$ cat config.mk
export PLATFORM = sky130hd
export DESIGN_NAME = psram_write_sequencer
export DESIGN_NICKNAME = d
export VERILOG_FILES = /design/src/rtl/psram_pkg.sv /design/src/rtl/psram_write_fifo.sv /design/src/rtl/psram_write_sequencer.sv
export SDC_FILE = /design/constraint.sdc
export NUM_CORES = 1
export LEC_CHECK = 0
export ABC_AREA = 1
export CORE_MARGIN = 2
export CORE_UTILIZATION = 55
export DETAILED_ROUTE_END_ITERATION = 12
export PLACE_DENSITY = 0.84
export SYNTH_ARGS = -nofsm -noshare
export SYNTH_HDL_FRONTEND = slang
export SYNTH_SLANG_ARGS = --single-unit
$ cat constraint.sdc
create_clock -name sysclk -period 8.3 [get_ports sysclk]
set_clock_uncertainty 0.1 [all_clocks]
set_input_delay 1.66 -clock sysclk [delete_from_list [all_inputs] [get_ports sysclk]]
set_output_delay 1.66 -clock sysclk [all_outputs]
set_load 0.01 [all_outputs]
$ cat src/rtl/psram_pkg.sv
// Shared definitions for the PSRAM write path: bus widths, the sequencer FSM
// encoding, the device page size and the controller command codes.
package psram_pkg;

  localparam int ADDR_W = 24;
  localparam int DATA_W = 8;

  // One FIFO entry carries the byte address in the upper bits and the data byte below.
  localparam int ENTRY_W = ADDR_W + DATA_W;

  // Bursts are not allowed to run across a PSRAM page.
  localparam int PSRAM_PAGE_BYTES = 1024;

  // Write sequencer FSM encoding.
  typedef enum logic [1:0] {
    ST_IDLE   = 2'd0,
    ST_START  = 2'd1,
    ST_STREAM = 2'd2,
    ST_CLOSE  = 2'd3
  } seq_state_t;

  // Controller command opcodes, shared so controller and sequencer agree.
  localparam logic [7:0] CMD_WRITE       = 8'h02;
  localparam logic [7:0] CMD_READ        = 8'h03;
  localparam logic [7:0] CMD_FAST_READ   = 8'h0B;
  localparam logic [7:0] CMD_QUAD_WRITE  = 8'h38;
  localparam logic [7:0] CMD_ENTER_QUAD  = 8'h35;
  localparam logic [7:0] CMD_RESET_EN    = 8'h66;
  localparam logic [7:0] CMD_RESET       = 8'h99;

endpackage

$ cat src/rtl/psram_write_fifo.sv
// Synchronous show-ahead FIFO of {address, data} entries. The head entry is
// always visible on head; full, empty and level are registered so downstream
// logic sees occupancy as it stood at the start of the cycle.
module psram_write_fifo
  import psram_pkg::*;
#(
  parameter int DEPTH = 16
) (
  input  logic                       clk,
  input  logic                       reset,
  input  logic                       push,
  input  logic [ENTRY_W-1:0]         push_data,
  input  logic                       pop,
  output logic [ENTRY_W-1:0]         head,
  output logic                       full,
  output logic                       empty,
  output logic [$clog2(DEPTH):0]     level
);

  localparam int AW = $clog2(DEPTH);
  localparam int LW = AW + 1;

  logic [ENTRY_W-1:0] mem [DEPTH];
  logic [AW-1:0]      wr_ptr;
  logic [AW-1:0]      rd_ptr;
  logic               push_ok;
  logic               pop_ok;
  logic [LW-1:0]      level_next;

  assign push_ok = push && !full;
  assign pop_ok  = pop && !empty;
  assign head    = mem[rd_ptr];

  // Occupancy after this edge; a simultaneous push and pop cancel out.
  always_comb begin
    level_next = level;
    if (push_ok && !pop_ok) begin
      level_next = level + LW'(1);
    end else if (pop_ok && !push_ok) begin
      level_next = level - LW'(1);
    end
  end

  // Storage array; contents need no reset because pointers define validity.
  always_ff @(posedge clk) begin
    if (push_ok) begin
      mem[wr_ptr] <= push_data;
    end
  end

  // Pointer and status registers.
  always_ff @(posedge clk) begin
    if (reset) begin
      wr_ptr <= '0;
      rd_ptr <= '0;
      level  <= '0;
      full   <= 1'b0;
      empty  <= 1'b1;
    end else begin
      if (push_ok) begin
        wr_ptr <= wr_ptr + AW'(1);
      end
      if (pop_ok) begin
        rd_ptr <= rd_ptr + AW'(1);
      end
      level <= level_next;
      full  <= (level_next == LW'(DEPTH));
      empty <= (level_next == '0);
    end
  end

endmodule

$ cat src/rtl/psram_write_sequencer.sv
// Buffers host byte writes and replays them to the PSRAM controller, merging
// runs of consecutive addresses into one burst. A burst opens with a
// set_address strobe and continues with one write_data strobe per controller
// request until the run breaks, the page ends, the length cap is hit or
// flush is raised.
module psram_write_sequencer
  import psram_pkg::*;
#(
  parameter int FIFO_DEPTH = 16,
  parameter int MAX_BURST  = 32,
  parameter int PAGE_BYTES = PSRAM_PAGE_BYTES,
  parameter int CE_GAP     = 2
) (
  input  logic                          sysclk,
  input  logic                          reset,
  input  logic                          wr_valid,
  output logic                          wr_ready,
  input  logic [ADDR_W-1:0]             wr_address,
  input  logic [DATA_W-1:0]             wr_data,
  input  logic                          flush,
  output logic                          psram_enable,
  output logic                          psram_set_address,
  output logic                          psram_write_data,
  output logic [ADDR_W-1:0]             psram_address,
  output logic [DATA_W-1:0]             psram_data,
  input  logic                          psram_next_byte_needed,
  output logic                          idle,
  output logic [$clog2(FIFO_DEPTH):0]   fifo_level,
  output logic [15:0]                   burst_count
);

  localparam int LW = $clog2(FIFO_DEPTH) + 1;
  localparam int CW = $clog2(MAX_BURST + 1);
  localparam int GW = $clog2(CE_GAP + 1);
  localparam int PW = $clog2(PAGE_BYTES);
  localparam logic [GW-1:0] GAP_LAST = GW'(CE_GAP - 1);

  seq_state_t          state;
  logic [ENTRY_W-1:0]  head;
  logic [ADDR_W-1:0]   head_addr;
  logic [DATA_W-1:0]   head_data;
  logic                fifo_full;
  logic                fifo_empty;
  logic                push;
  logic                pop;
  logic [LW-1:0]       level_next;
  logic [ADDR_W-1:0]   last_addr;
  logic [ADDR_W-1:0]   next_addr;
  logic [CW-1:0]       byte_count;
  logic [GW-1:0]       gap_count;
  logic                eligible;
  logic                next_is_idle;

  assign head_addr = head[ENTRY_W-1:DATA_W];
  assign head_data = head[DATA_W-1:0];
  assign wr_ready  = !fifo_full;
  assign push      = wr_valid && wr_ready;
  assign next_addr = last_addr + ADDR_W'(1);

  psram_write_fifo #(
    .DEPTH (FIFO_DEPTH)
  ) u_fifo (
    .clk       (sysclk),
    .reset     (reset),
    .push      (push),
    .push_data ({wr_address, wr_data}),
    .pop       (pop),
    .head      (head),
    .full      (fifo_full),
    .empty     (fifo_empty),
    .level     (fifo_level)
  );

  // Decide whether the head may extend the open burst, and when to pop it.
  always_comb begin
    eligible = !fifo_empty
            && (head_addr == next_addr)
            && (next_addr[PW-1:0] != '0)
            && (byte_count < CW'(MAX_BURST))
            && !flush;
    pop = (state == ST_START)
       || ((state == ST_STREAM) && psram_next_byte_needed && eligible);
    level_next = fifo_level;
    if (push && !pop) begin
      level_next = fifo_level + LW'(1);
    end else if (pop && !push) begin
      level_next = fifo_level - LW'(1);
    end
    next_is_idle = ((state == ST_IDLE) && fifo_empty)
                || ((state == ST_CLOSE) && (gap_count == GAP_LAST));
  end

  // Burst FSM with all controller-facing outputs registered.
  always_ff @(posedge sysclk) begin
    if (reset) begin
      state             <= ST_IDLE;
      psram_enable      <= 1'b0;
      psram_set_address <= 1'b0;
      psram_write_data  <= 1'b0;
      psram_address     <= '0;
      psram_data        <= '0;
      burst_count       <= '0;
      last_addr         <= '0;
      byte_count        <= '0;
      gap_count         <= '0;
      idle              <= 1'b1;
    end else begin
      psram_set_address <= 1'b0;
      psram_write_data  <= 1'b0;
      idle              <= next_is_idle && (level_next == '0);
      case (state)
        ST_IDLE: begin
          if (!fifo_empty) begin
            state <= ST_START;
          end
        end
        ST_START: begin
          psram_enable      <= 1'b1;
          psram_set_address <= 1'b1;
          psram_address     <= head_addr;
          psram_data        <= head_data;
          last_addr         <= head_addr;
          byte_count        <= CW'(1);
          state             <= ST_STREAM;
        end
        ST_STREAM: begin
          if (psram_next_byte_needed) begin
            if (eligible) begin
              psram_write_data <= 1'b1;
              psram_data       <= head_data;
              last_addr        <= next_addr;
              byte_count       <= byte_count + CW'(1);
            end else begin
              psram_enable <= 1'b0;
              burst_count  <= burst_count + 16'd1;
              gap_count    <= '0;
              state        <= ST_CLOSE;
            end
          end
        end
        ST_CLOSE: begin
          if (gap_count == GAP_LAST) begin
            state <= ST_IDLE;
          end else begin
            gap_count <= gap_count + GW'(1);
          end
        end
        default: state <= ST_IDLE;
      endcase
    end
  end

endmodule
# Word level (Yosys, flattened, before mapping)
# Memory sizes are Yosys's and may differ from the RTL's. A register that Yosys moved wholly into a read port is not among the register bits.
# Cells that the tools add are included.
[totals]
ff_bits = 101
ramBits = 512
elab_cells = 109
memories = 1
[op_classes]
n_addsub = 8
n_lt_le_gt_ge = 1
eq_ne = 12
n_mux = 31
n_bitwise = 3
reduce_logical = 37
[memory_table]
columns = ["name", "depth", "width", "read_ports", "rd_clocked_by_memory_dff", "write_ports", "line_no", "text"]
rows = [
  ["u_fifo.mem", 16, 32, 1, 1, 1, "psram_write_fifo.sv:23", "logic [ENTRY_W-1:0] mem [DEPTH];"],
]
[op_table]
columns = ["cell", "count"]
rows = [
  ["2-to-1 mux 24 bit", 2],
  ["case mux 24 bit (2 select lines)", 1],
  ["adder 24 x 1 -> 24 bit (second input constant)", 1],
  ["equality test 24 bit", 1],
  ["2-to-1 mux 5 bit", 4],
  ["adder 16 x 1 -> 16 bit (second input constant)", 1],
  ["logical AND 1 bit", 16],
  ["2-to-1 mux 8 bit", 2],
  ["case mux 8 bit (2 select lines)", 1],
  ["2-to-1 mux 2 bit", 7],
  ["2-to-1 mux 6 bit", 2],
  ["case mux 6 bit (2 select lines)", 1],
  ["logical NOT 5 bit", 2],
  ["inequality test 2 bit (second input constant)", 5],
  ["nonzero test 10 bit", 1],
  ["AND reduction 3 bit", 3],
  ["adder 4 x 1 -> 4 bit (second input constant)", 2],
  ["2-to-1 mux 4 bit", 2],
  ["case mux 2 bit (4 select lines)", 1],
  ["AND reduction 4 bit", 2],
  ["logical NOT 1 bit", 7],
  ["adder 6 x 1 -> 6 bit (second input constant)", 1],
  ["< comparator 6 bit (second input constant)", 1],
  ["2-to-1 mux 1 bit", 6],
  ["14 further kinds", 20],
]

# Logic depth before layout (Yosys ltp)
[depth]
ltp_word = 13
mapped_depth = 26

# Hierarchy
# From an unflattened synthesis, not the netlist that was laid out.
[hier_totals]
cells_unflattened = 2571
hier_area_um2 = 27121.0
[by_module_without_submodules]
columns = ["module", "instances", "cells_each", "area_per_inst_um2", "seq_area_each_um2"]
rows = [
  ["psram_write_fifo", 1, 1762, 21887.2, 15755.1],
  ["psram_write_sequencer", 1, 809, 5233.8, 1721.7],
]

# Worst setup path before layout
# OpenSTA, ideal clock, no wires.
[synth_path]
path_kind = "input -> register"
start = "input wr_valid"
end = "memory u_fifo.mem[0][0] in the netlist's numbering, enable pin"
arrival_ps = 3519
t_required_ps = 7779
path_slack_ps = 4260
stages = 4
n_path_buf = 0
cell_sequence = "nand2_1 clkinv_1 nand2_1 nor2_1"
[synth_between]
elab_chain_len = 4
[synth_rtl]
columns = ["element", "line_no", "text"]
rows = [
  ["from (decl)", "psram_write_sequencer.sv:16", "input logic wr_valid,"],
  ["logical AND 1 bit", "psram_write_sequencer.sv:57", "assign push = wr_valid && wr_ready;"],
  ["logical AND 1 bit", "psram_write_fifo.sv:30", "assign push_ok = push && !full;"],
  ["2-to-1 mux 1 bit", "psram_write_fifo.sv:46", "if (push_ok) begin"],
  ["2-to-1 mux 1 bit (implied by the code)", "psram_write_fifo.sv:47", "mem[wr_ptr] <= push_data;"],
  ["to (decl)", "psram_write_fifo.sv:23", ""],
]
# No other way between the ends.

==> impl_metrics.env <==
export IMPL_outcome="finished, final reports clean"
export IMPL_routabilityCongestion=0.9769
export IMPL_port_buffers=94
export IMPL_slew_headroom_pct=31.24
export IMPL_holdPathStages=2
export IMPL_rows=80
export IMPL_htree_levels=2
export IMPL_synth_top_family_by_area="simple AND/OR/NAND/NOR gates"
export IMPL_grt_antenna_before_repair=4
export IMPL_final_setup_tns_ns=0
export IMPL_hold_viol=0
export IMPL_utilization_pct=62.21
export IMPL_ys_ff_latch=617
export IMPL_syn_area_per_cell_um2=10.44
export IMPL_synth_compound_area_share_pct=6.750
export IMPL_power_density_nw_per_um2=274.5
export IMPL_synth_cell_types=47
export IMPL_ys_seq_area_share_pct=66.40
export IMPL_synth_ff_type="edfxtp_1"
export IMPL_finalCritPeriodShare_pct=63.44
export IMPL_clock_path_buffers=3
export IMPL_period_minus_slack_ns=5.265
export IMPL_ioPinCount=95
export IMPL_hold_path_end="byte_count[5]$_SDFFE_PP0P_"
export IMPL_cp_max_fo=114
export IMPL_die_height_um=222.8
export IMPL_post_drt_via_cell_ratio=6.035
export IMPL_grtUsageTotal_pct=27.65
export IMPL_drv_slew=0
export IMPL_power_leakage_uw=0.01073
export IMPL_syn_area_um2=26320
export IMPL_synth_mux_area_share_pct=0
export IMPL_synthXorXnorAreaFrac_pct=0.3993
export IMPL_overflow=0
export IMPL_vdd_drop_max_uv=179.3
export IMPL_fmax_mhz=189.9
export IMPL_cpMaxStageDelayCell="buf_4"
export IMPL_setup_worst_path_end_class="register"
export IMPL_clkSinkCount=617
export IMPL_postRouteAntennaNets=0
export IMPL_post_cts_setup_buffers=0
export IMPL_startpoint_type="register"
export IMPL_grt_pass1_wl_um=105000
export IMPL_nets=2624
export IMPL_crit_required_ns=8.75
export IMPL_area_delta_synth_final_pct=12.14
export IMPL_crit_path_max_incr_delay_ns=0.78
export IMPL_grt_pass1_vias=18410
export IMPL_final_common_cell="nand2_1"
export IMPL_dr_pass1_iters=6
export IMPL_core_area_um2=47450
export IMPL_path_class="reg2reg"
export IMPL_dp_cells=3125
export IMPL_synth_fp_nets=2573
export IMPL_drt_iter0_markers=2613
export IMPL_total_power_uw=8102
export IMPL_min_from="byte_count[5]$_SDFFE_PP0P_"
export IMPL_drc_errors=0
export IMPL_place_hpwl_um=38790
export IMPL_layout_common_cells="617 x nand2_1, 512 x edfxtp_1, 356 x nand3_1"
export IMPL_synth_top_area_share_pct=58.41
export IMPL_grt_start_max_net_pins=115
export IMPL_synthCells=2520
export IMPL_worst_r2r_setup_slack_ns=3.03
export IMPL_cts_made_buffers=59
export IMPL_worstMarginPinSlew_ns=1.031
export IMPL_die_w_um=222.8
export IMPL_drive_above_1_share_pct=6.608
export IMPL_rr_endpoint="last_addr[7]$_SDFFE_PP0P_"
export IMPL_cts_root_buf="clkbuf_16"
export IMPL_crit_chain="inv_6 -> buf_4 -> nand2_1 -> nand3_1 -> nand3_1 -> nand3_1 -> nand2_1 -> nand2_1 -> nand3_1 -> nor2_1 -> nand2_1 -> nor2_4 -> nand3_4 -> nand2_2 -> buf_4 -> o21ai_0 -> a31oi_1"
export IMPL_worst_ep_arrival_time_ns=5.72
export IMPL_wl_per_cell_um=21.54
export IMPL_yosys_area_share_simple_pct=20.53
export IMPL_ctsHoldBuffers=0
export IMPL_hold_class="reg2reg"
export IMPL_rsz0062_at_grt="false"
export IMPL_routed_wl_um=69680
export IMPL_clk_pin_slew_ns=0.06
export IMPL_synth_adder_area_share_pct=0.7606
export IMPL_ys_warn_count=0
export IMPL_setup_viol=0
export IMPL_async_flop_share_pct=0
export IMPL_stdcell_count=3235
export IMPL_clk_latency_ns=0.65
export IMPL_yosys_top_cells_area="edfxtp_1 58%, nand2_1 8.8%, dfxtp_1 8.0%"
export IMPL_dieArea_um2=49620
export IMPL_initial_utilization_pct=55.47
export IMPL_yosys_area_top_type="edfxtp_1"
export IMPL_drv_cap=0
export IMPL_critPathBufInv=3
export IMPL_cts_tree="built"
export IMPL_synth_edff_count=512
export IMPL_reg2regPathDepth=17
export IMPL_vias=19524
export IMPL_cts_resized=0
export IMPL_crit_family="buffers and inverters"
==> worst reg2reg max path, delay by kind of cell, from the launching register on <==
kind / cells / cell delay (ns)
AND/OR/NAND/NOR: 12 / 1.96
buffers and inverters: 3 / 2.13
flip-flops: 1 / 0.59
AO/OA/AOI/OAI: 2 / 0.39
==> sequential cells by signal (all words and copies together) (netlist names), 4 cells and up, named ones only <==
register       count
psram_address     24
burst_count       16
u_fifo.level       5
psram_data         8
u_fifo.wr_ptr      4
last_addr         24
byte_count         6
u_fifo.rd_ptr      4
u_fifo.mem       512
==> worst max path at each step <==
stage,slack (ns),depth (start not counted),endpoint
floorplan,4.26,4,u_fifo.mem[0][0]$_DFFE_PP_
global placement,3.48,17,last_addr[8]$_SDFFE_PP0P_
detailed placement,3.28,17,last_addr[7]$_SDFFE_PP0P_
CTS,3.24,17,last_addr[7]$_SDFFE_PP0P_
global route,2.73,19,psram_data[0]$_SDFFE_PP0P_
finish,3.03,17,last_addr[7]$_SDFFE_PP0P_
==> synth_stat cells, types with 4 or more instances <==
cell / n
o22ai_1: 11
inv_2: 9
nor3b_1: 4
dfxtp_1: 105
a31oi_1: 26
o221ai_1: 18
buf_4: 13
inv_1: 147
clkbuf_1: 53
o21ai_1: 21
buf_6: 20
edfxtp_1: 512
buf_1: 15
nand2_2: 7
o21ai_0: 152
a21oi_1: 58
o211ai_1: 9
nor3_1: 13
nor2_1: 228
buf_2: 31
ha_1: 16
xor2_1: 11
nand2_1: 617
nand3_1: 356
a211oi_1: 12
nor2_2: 4
nand4_1: 16
==> layer usage <==
layer,global-route usage [%],up-vias,wire length [um]
met1,36.88,9270,26240
met2,45.52,1234,33640
met5,0,-,23
li1,-,8826,-
met3,4.589,190,7334
met4,11.08,4,2445
==> cell type report <==
| cell class | instances | area, um^2 |
|---|---|---|
| fill | 3517 | 17930 |
| sequential | 617 | 17490 |
| multi-input combinational | 1609 | 7606 |
| clock buffer | 70 | 1538 |
| timing repair buffer | 125 | 1174 |
| tap | 615 | 769.5 |
| inverter | 159 | 606.8 |
| clock inverter | 38 | 330.3 |
| antenna | 2 | 5.005 |
==> cells by family after synthesis <==
kind of cell               Yosys count
and+or+nand+nor                   1265
DFF                                617
AOI/OAI and AO/OA                  316
buffers and inverters              294
adders and majority gates           16
xor gates and xnor gates            12
==> where the power goes <==
part           switching [uW]  internal [uW]
Sequential                179           3520
Clock                    1170           1450
Combinational            1210            570
Total                    2560           5540
==> metrics by stage <==
stage	setup WS, ns	hold slack, ns	cell area, um^2
after floorplan	4.260	0.3331	26320
after global placement	3.477	0.3464	27640
after detailed placement	3.280	0.3603	27640
after CTS	3.240	0.3708	29510
after global routing	2.733	0.3999	29510
final	3.035	0.3744	29510
No activity file was read; power rests on OpenSTA's default activity.
